$ cat src/rtl/mii_pkg.sv
// Shared constants and state type for the 64-bit MII receive checker.
// Holds XGMII control characters, preamble/SFD bytes, lane count and FSM states.
package mii_pkg;

    localparam logic [7:0] CH_IDLE  = 8'h07;
    localparam logic [7:0] CH_START = 8'hFB;
    localparam logic [7:0] CH_TERM  = 8'hFD;
    localparam logic [7:0] CH_ERROR = 8'hFE;
    localparam logic [7:0] PREAMBLE = 8'h55;
    localparam logic [7:0] SFD      = 8'hD5;

    localparam int LANES = 8;

    typedef enum logic [1:0] {
        S_IDLE,
        S_DATA,
        S_DROP
    } state_e;

endpackage

$ cat src/rtl/mii_term_locator.sv
// Combinational lane scan: finds the first control lane of a 64-bit beat.
// Ports: c_i/d_i beat in; idx_o, any_ctrl_o, is_term_o, tail_ok_o, data_mask_o out.
module mii_term_locator
    import mii_pkg::*;
(
    input  logic [7:0]  c_i,
    input  logic [63:0] d_i,
    output logic [2:0]  idx_o,
    output logic        any_ctrl_o,
    output logic        is_term_o,
    output logic        tail_ok_o,
    output logic [7:0]  data_mask_o
);

    logic       found;
    logic [7:0] lane;

    always_comb begin
        idx_o       = '0;
        found       = 1'b0;
        tail_ok_o   = 1'b1;
        data_mask_o = '0;
        lane        = '0;
        for (int i = 0; i < LANES; i++) begin
            lane = d_i[8*i +: 8];
            if (found) begin
                if (!(c_i[i] && lane == CH_IDLE)) begin
                    tail_ok_o = 1'b0;
                end
            end else if (c_i[i]) begin
                found = 1'b1;
                idx_o = 3'(i);
            end else begin
                data_mask_o[i] = 1'b1;
            end
        end
    end

    assign any_ctrl_o = found;
    assign is_term_o  = found && (d_i[8*idx_o +: 8] == CH_TERM);

endmodule

$ cat config.mk
export PLATFORM = sky130hd
export DESIGN_NAME = mii_term_locator
export DESIGN_NICKNAME = d
export VERILOG_FILES = /design/src/rtl/mii_pkg.sv /design/src/rtl/mii_term_locator.sv
export SDC_FILE = /design/constraint.sdc
export NUM_CORES = 1
export LEC_CHECK = 0
export CAP_MARGIN = 15
export CORE_MARGIN = 2
export CORE_UTILIZATION = 25
export DETAILED_ROUTE_END_ITERATION = 7
export MAX_ROUTING_LAYER = met4
export PLACE_DENSITY_LB_ADDON = 0.05
export SETUP_SLACK_MARGIN = 0.05
export SYNTH_ARGS = -nofsm -noshare
export SYNTH_HDL_FRONTEND = slang
export SYNTH_SLANG_ARGS = --single-unit
$ cat constraint.sdc
create_clock -name vclk -period 6.2
set_input_delay 0.93 -clock vclk [all_inputs]
set_output_delay 0.93 -clock vclk [all_outputs]
set_load 0.03 [all_outputs]
Yosys cells after proc, flatten, opt, wreduce, memory -nomap -nowiden --
Index checks and enable logic that the tools add are counted.
Cells by class: muxes and demuxes 58, equal/unequal tests 8, shift-type cells 1, reductions and logical operators 8
Operators by type and width (number):
- 64-bit by 7-bit indexed part select with 8-bit output | 1
- 8-bit by 3-bit == test with 1-bit output (second input constant) | 7
- 1-bit 2-to-1 mux | 46
- 3-bit 2-to-1 mux | 12
- 8-bit == test (second input constant) | 1
- 1-bit logical AND | 8
Word-level totals: input port bits 72, bits in registers 0

Depth between registers and ports, before layout --
Gate-level depths: netlist of the first run.
depth after elaboration 17, gate-level depth with buffers 8

Worst setup path before layout of the first run --
OpenSTA, ideal clock, no wires.
path kind input-to-output, from input c_i[0], to output tail_ok_o, stages 8, path buffers 1, path slack 2.473 ns, data arrival time 2.797 ns, cells stage by stage or4_1 -> buf_6 -> inv_4 -> nand2_2 -> inv_1 -> a31oi_1 -> a2111oi_0 -> o211a_1
On the way: cells in the longest elaborated chain, start to end 14, elaborated cells on any way between the ends 20
Ends and longest elaborated chain:
- start: declaration | RTL line mii_term_locator.sv:6 | input logic [7:0] c_i,
- 1-bit 2-to-1 mux * | RTL line mii_term_locator.sv:30 | end else if (c_i[i]) begin
- 1-bit 2-to-1 mux | RTL line mii_term_locator.sv:26 | if (found) begin
- 1-bit 2-to-1 mux | RTL line mii_term_locator.sv:27 | if (!(c_i[i] && lane == CH_IDLE)) begin
- 1-bit 2-to-1 mux | RTL line mii_term_locator.sv:26
- 1-bit 2-to-1 mux | RTL line mii_term_locator.sv:27
- 1-bit 2-to-1 mux | RTL line mii_term_locator.sv:26
- 1-bit 2-to-1 mux | RTL line mii_term_locator.sv:27
- 1-bit 2-to-1 mux | RTL line mii_term_locator.sv:26
- 1-bit 2-to-1 mux | RTL line mii_term_locator.sv:27
- 1-bit 2-to-1 mux | RTL line mii_term_locator.sv:26
- 1-bit 2-to-1 mux | RTL line mii_term_locator.sv:27
- 1-bit 2-to-1 mux | RTL line mii_term_locator.sv:26
- 1-bit 2-to-1 mux | RTL line mii_term_locator.sv:27
- 1-bit 2-to-1 mux * | RTL line mii_term_locator.sv:26
- end: declaration | RTL line mii_term_locator.sv:11 | output logic tail_ok_o,
Mark *: on every way between the ends. The rest lies on a longest branch, timed or not.

Worst setup path in the final report of the first run --
Ends and elaborated chain as after synthesis.

==> qor.txt, run 1 <==
CP Capture Type: output pin
Setup crit start kind: input port
Cell Pwr Density: 53.76 mW/mm^2
Core area: 0.002002 mm^2
Max-Cap Viols: 0
Combinational Power Share: 1.000
Req. time, crit path: 5.27 ns
First-pass GRT wire length: 4.091 mm
Mapped Area: 539.3 um^2
Largest net degree at the start of global routing: 8
Worst Tran Pin Value: 0.7505 ns
Max FO, Critical Path: 7
Hold Fails Final Rpt: 0
# resized after CTS: 0
Drt first pass iters: 4
HP Start: c_i[2]
Drt wl/cell: 13.76 um
Avg Synthesized Cell Area: 6.198 um^2
Yosys warnings: 0
Synthesis-to-layout area growth: 163.8%
Worst setup endpoint: tail_ok_o
Register area: 0 um^2
Crit-path slowest cell: or4_1
Final cell count without fillers: 199
Reg power frac: 0
Status: complete, no violations
Slowest cell delay on critical path: 0.71 ns
Synth area leaders: nand4_1, nor2_1, nor4_1
Leakage: 0.5204 nW
Die Wd: 50.45 um
Post-synth net total: 159
Class of the worst hold path: in2out
# hold bufs at CTS: 0
Vias post-DR: 1071
Period utilization: 0.7781
Largest delay share family, worst path: buffers and inverters
Post-synthesis mux area share: 0.03712
Worst Slack Setup Final: 1.376 ns
Io pins: 86
Post-DRT Antenna Nets: 0
VDD IR max: 36.37 uV
Post-synthesis compound-gate area fraction: 0.2158
Port bufs: 86
Pins Over Slew Limit: 0
Largest area contributor in the netlist: nand4_1
Overall Power: 0.00007649 W
Setup crit start: c_i[0]
Power Internal: 0.00005002 W
Placed Cells: 199
Aggregate global routing overflow: 0
Seq cells: 0
Number of cells on the critical path: 9
# clk buffers: 0
Synth unique cells: 32
Main combinational cell family by area after synthesis: simple AND/OR/NAND/NOR gates
Nets@finish: 246
Vias in the first global route: 974
Pre-CTS worst setup slack: 1.447 ns
Post-CTS Setup Inserts: 0
Hpwl dp: 2.412 mm
Std-Cell Rows: 16
WP buf/inv: 4
Sw frac: 0.3460
GRT Total Usage: 0.1991
Ant. Diodes: 0
Clock share of power: 0
Top-area cell type share of the netlist area: 0.1044
Die area: 0.002545 mm^2
Setup-failing EPs final: 0
WL final: 2.738 mm
RSZ-0062 raised after global routing: false
Remaining DRCs: 0
CP dominant cell by count: clkdlybuf4s50_1
Antenna violations before repair: 0
Gpl congestion: 0.7680
Starting density of the core: 0.2694
Slew headroom: 0.4997
Fmax: 207.3 MHz
Dpl cell area: 0.001423 mm^2
XOR/XNOR share of the synthesized area: 0
Gate Count Post-Synth: 87
Synth Area in Simple Gates: 0.6589
Initial DRC count: 31
TNS Setup: 0 ns
Vias per cell: 5.382
Register area share after synthesis: 0
Minimum clock period: 4.824 ns
Share of layout cells above drive strength 1: 0.03488
Synth Area in Adders: 0
Design area: 0.001423 mm^2
Crit-path cells: clkdlybuf4s50_1 > or4_1 > inv_4 > nand2_2 > inv_1 > a31oi_1 > a2111oi_0 > o211a_1 > clkdlybuf4s50_1
Critical path arrival: 3.89 ns
Crit Path Class: in2out
DIE HEIGHT: 50.45 um
P_sw: 0.00002647 W
[per-stage QoR]
stage | util | hold WS, ns
floorplan | - | 1.970
global placement | 0.7106 | 3.046
detailed placement | 0.7106 | 3.050
CTS | 0.7106 | 3.051
global route | 0.7106 | 3.097
finish | 0.7106 | 3.058
[cell usage after synthesis (2+ instances only)]
cell      number
a21oi_1        2
a31oi_1        4
and3_1         2
inv_1          8
mux2i_1        2
nand2_1        5
nand2b_1       3
nand4_1        9
nand4b_1       4
nor2_1        12
nor3_1         7
nor4_1         7
nor4b_1        3
[worst min-delay path by stage]
stage / endpoint / cells past startpoint / slack [ns]
2_1_floorplan: data_mask_o[0] / 1 / 1.97
5_1_grt: data_mask_o[6] / 3 / 3.10
3_3_place_gp: data_mask_o[2] / 3 / 3.05
4_1_cts: data_mask_o[2] / 3 / 3.05
3_5_place_dp: data_mask_o[2] / 3 / 3.05
6_report: data_mask_o[2] / 3 / 3.06
[logic make-up (layout without fill, tap and decap cells)]
group,count (synthesis),after routing
AO/OA/AOI/OAI,15,15
multiplexers,2,2
buffers and inverters,10,95
AND/OR/NAND/NOR,60,60
[cell usage in the layout (no fill, tap or decap), drive strengths merged, types with 2 or more instances in the layout]
cell	Yosys	layout
a2111oi	2	2
a21oi	2	2
a31oi	4	4
and3	3	3
clkdlybuf4s50	0	86
inv	9	9
mux2i	2	2
nand2	6	6
nand2b	3	3
nand4	9	9
nand4b	4	4
nor2	12	12
nor3	7	7
nor4	7	7
nor4b	3	3
or4	2	2
[area by class of cell]
cell class	count	area, um^2
inverter	9	36.28
fill	163	579.3
timing repair buffer	86	860.8
multi-input combinational	77	491.7
tap	27	33.78
[power groups by stage]
stage	Clock (W)	Combinational, W	Sequential [W]
final	0	0.0000765	0
after global routing	0	0.0000812	0
after CTS	0	0.0000764	0
after detailed placement	0	0.0000759	0
after global placement	0	0.0000747	0
after floorplan	0	0.0000175	0
[routing by layer]
layer,vias to the layer above,share of wire,track usage
li1,526,-,-
met1,485,0.40,0.2455
met2,60,0.50,0.3640
met3,0,0.10,0.01786
met4,0,0,0.01802
met5,-,0,-
Power figures use the tool's default switching activity.
==> inputs of run 2 (changes only) <==
--- a/config.mk
+++ b/config.mk
@@ -7,7 +7,7 @@
 export LEC_CHECK = 0
 export CAP_MARGIN = 15
 export CORE_MARGIN = 2
-export CORE_UTILIZATION = 25
+export CORE_UTILIZATION = 21
 export DETAILED_ROUTE_END_ITERATION = 7
 export MAX_ROUTING_LAYER = met4
 export PLACE_DENSITY_LB_ADDON = 0.05
==> constraint.sdc (replaced) <==
create_clock -name vclk -period 4.08
set_input_delay 0.612 -clock vclk [all_inputs]
set_output_delay 0.612 -clock vclk [all_outputs]
set_load 0.03 [all_outputs]
==> qor.txt, run 2 (synthesized netlist as in run 1, its figures left out) <==
Worst Tran Pin Value: 0.4389 ns (-0.3116 ns)
Synthesis-to-layout area growth: 165.0%
Placed Cells: 203 (+2.0%)
Port bufs: 86 (unchanged)
Register area: 0 um^2 (unchanged)
Period utilization: 0.8869
Hold Path Stages: 5 (+2)
Die area: 0.002989 mm^2 (+17%)
Fmax: 276.3 MHz
Pre-CTS worst setup slack: 0.4950 ns (-0.9516 ns)
GRT Total Usage: 0.1528 (-0.04633)
First-pass GRT wire length: 3.436 mm (-16%)
Max-Cap Viols: 0 (unchanged)
Commonest non-fill, non-tap cell in the layout: clkdlybuf4s50_1
Multi-input gate area: 491.7 um^2 (unchanged)
Post-DRT Antenna Nets: 0 (unchanged)
Max FO, Critical Path: 7 (unchanged)
Slowest cell delay on critical path: 0.71 ns (about the same)
Largest net degree at the start of global routing: 8 (unchanged)
TNS Setup: 0 ns (unchanged)
Vias per cell: 5.143 (-4.4%)
Gpl congestion: 0.7496 (-2.4%)
Final cell count without fillers: 203 (+2.0%)
Post-CTS Setup Inserts: 0 (unchanged)
# hold bufs at CTS: 0 (unchanged)
Worst Slack Setup Final: 0.4613 ns (-0.9143 ns)
Crit-path slowest cell: or4_1
Leakage: 0.5296 nW (+1.8%)
Starting density of the core: 0.2197 (-0.04970)
RSZ-0062 raised after global routing: false
Critical path arrival: 3.01 ns (-0.88 ns)
Vias post-DR: 1044 (-2.5%)
Largest delay share family, worst path: buffers and inverters
Req. time, crit path: 3.47 ns (-1.80 ns)
Overall Power: 0.0001151 W (+50%)
WL final: 2.561 mm (-6.5%)
Class of the worst hold path: in2out
Drt wl/cell: 12.62 um (-8.3%)
Hold endpoint: tail_ok_o
CP Capture Type: output pin
Ant. Diodes: 0 (unchanged)
DIE HEIGHT: 54.68 um (+8.4%)
HP Start: d_i[8]
Std-Cell Rows: 18 (+2)
# resized after CTS: 0 (unchanged)
Remaining DRCs: 0 (unchanged)
Hpwl dp: 2.392 mm (-0.84%)
# clk buffers: 0 (unchanged)
Setup-failing EPs final: 0 (unchanged)
Filler instances: 245 (+50%)
Status: complete, no violations
Hold Fails Final Rpt: 0 (unchanged)
Setup crit start kind: input port
Crit-path cells: clkdlybuf4s50_1 > or4_1 > inv_4 > nand2_2 > inv_1 > a31oi_1 > a2111oi_0 > o211a_1 > buf_4
Drt first pass iters: 4 (unchanged)
Crit Path Class: in2out
Die Wd: 54.68 um (+8.4%)
Io pins: 86 (unchanged)
Most frequent cells in the layout: clkdlybuf4s50_1, nor2_1, nand4_1, inv_1
Share of layout cells above drive strength 1: 0.05202 (+0.01714)
Pins Over Slew Limit: 0 (unchanged)
Aggregate global routing overflow: 0 (unchanged)
Core area: 0.002455 mm^2 (+23%)
VDD IR max: 45.47 uV (+25%)
Seq cells: 0 (unchanged)
Cell Pwr Density: 80.56 mW/mm^2 (+50%)
Minimum clock period: 3.619 ns
Slew headroom: 0.6998 (+0.2002)
Nets@finish: 247 (+0.41%)
WP buf/inv: 4 (unchanged)
Antenna violations before repair: 0 (unchanged)
Initial DRC count: 5 (-84%)
Vias in the first global route: 944 (-3.1%)
run 2: changes by cell type in the layout (fill, tap and decap cells not counted), sizes merged:
cell	before	now
buf	0	3
clkdlybuf4s50	86	84
run 2: layout make-up:
| class | instances | share of cell area |
|---|---|---|
| Inverter | 9 | 0.02539 |
| Timing Repair Buffer | 87 | 0.6042 |
| Multi-Input combinational cell | 77 | 0.3441 |
| Tap cell | 30 | 0.02627 |
run 2: metal layers:
layer	share of wire	wire length [um]	vias to the layer above	GRT usage
li1	-	-	526	-
met1	0.36	928	471	0.1618
met2	0.52	1341	47	0.3175
met3	0.11	291	0	0.01093
met4	0	0	0	0
met5	0	0	-	-
run 2: tightest hold or removal path, cell delays in order:
cell             delay [ns]
clkdlybuf4s50_1        0.42
nand4_1                0.08
a2111oi_0              0.10
o211a_1                0.12
buf_4                  0.16
run 2: through the flow:
stage | hold slack (ns) | utilization | area [um^2]
2_1_floorplan | 1.334 | - | 539.3
3_3_place_gp | 2.087 | 0.5821 | 1429
3_5_place_dp | 2.087 | 0.5821 | 1429
4_1_cts | 2.102 | 0.5821 | 1429
5_1_grt | 2.111 | 0.5821 | 1429
6_report | 2.100 | 0.5821 | 1429
run 2: worst max path at each step:
stage	slack [ns]	cells past startpoint	to	startpoint
6_report	0.46	9	tail_ok_o	c_i[0]
3_3_place_gp	0.55	9	tail_ok_o	c_i[0]
3_5_place_dp	0.50	8	data_mask_o[7]	c_i[0]
4_1_cts	0.47	9	tail_ok_o	c_i[0]
5_1_grt	0.35	9	tail_ok_o	c_i[0]
2_1_floorplan	0.99	8	tail_ok_o	c_i[0]
run 2: where the power goes:
part	switching, W	internal (W)	leakage (nW)	total (W)
combinational	0.0000384	0.0000767	0.530	0.000115
sequential	0	0	0	0
clock	0	0	0	0
total	0.0000384	0.0000767	0.530	0.000115
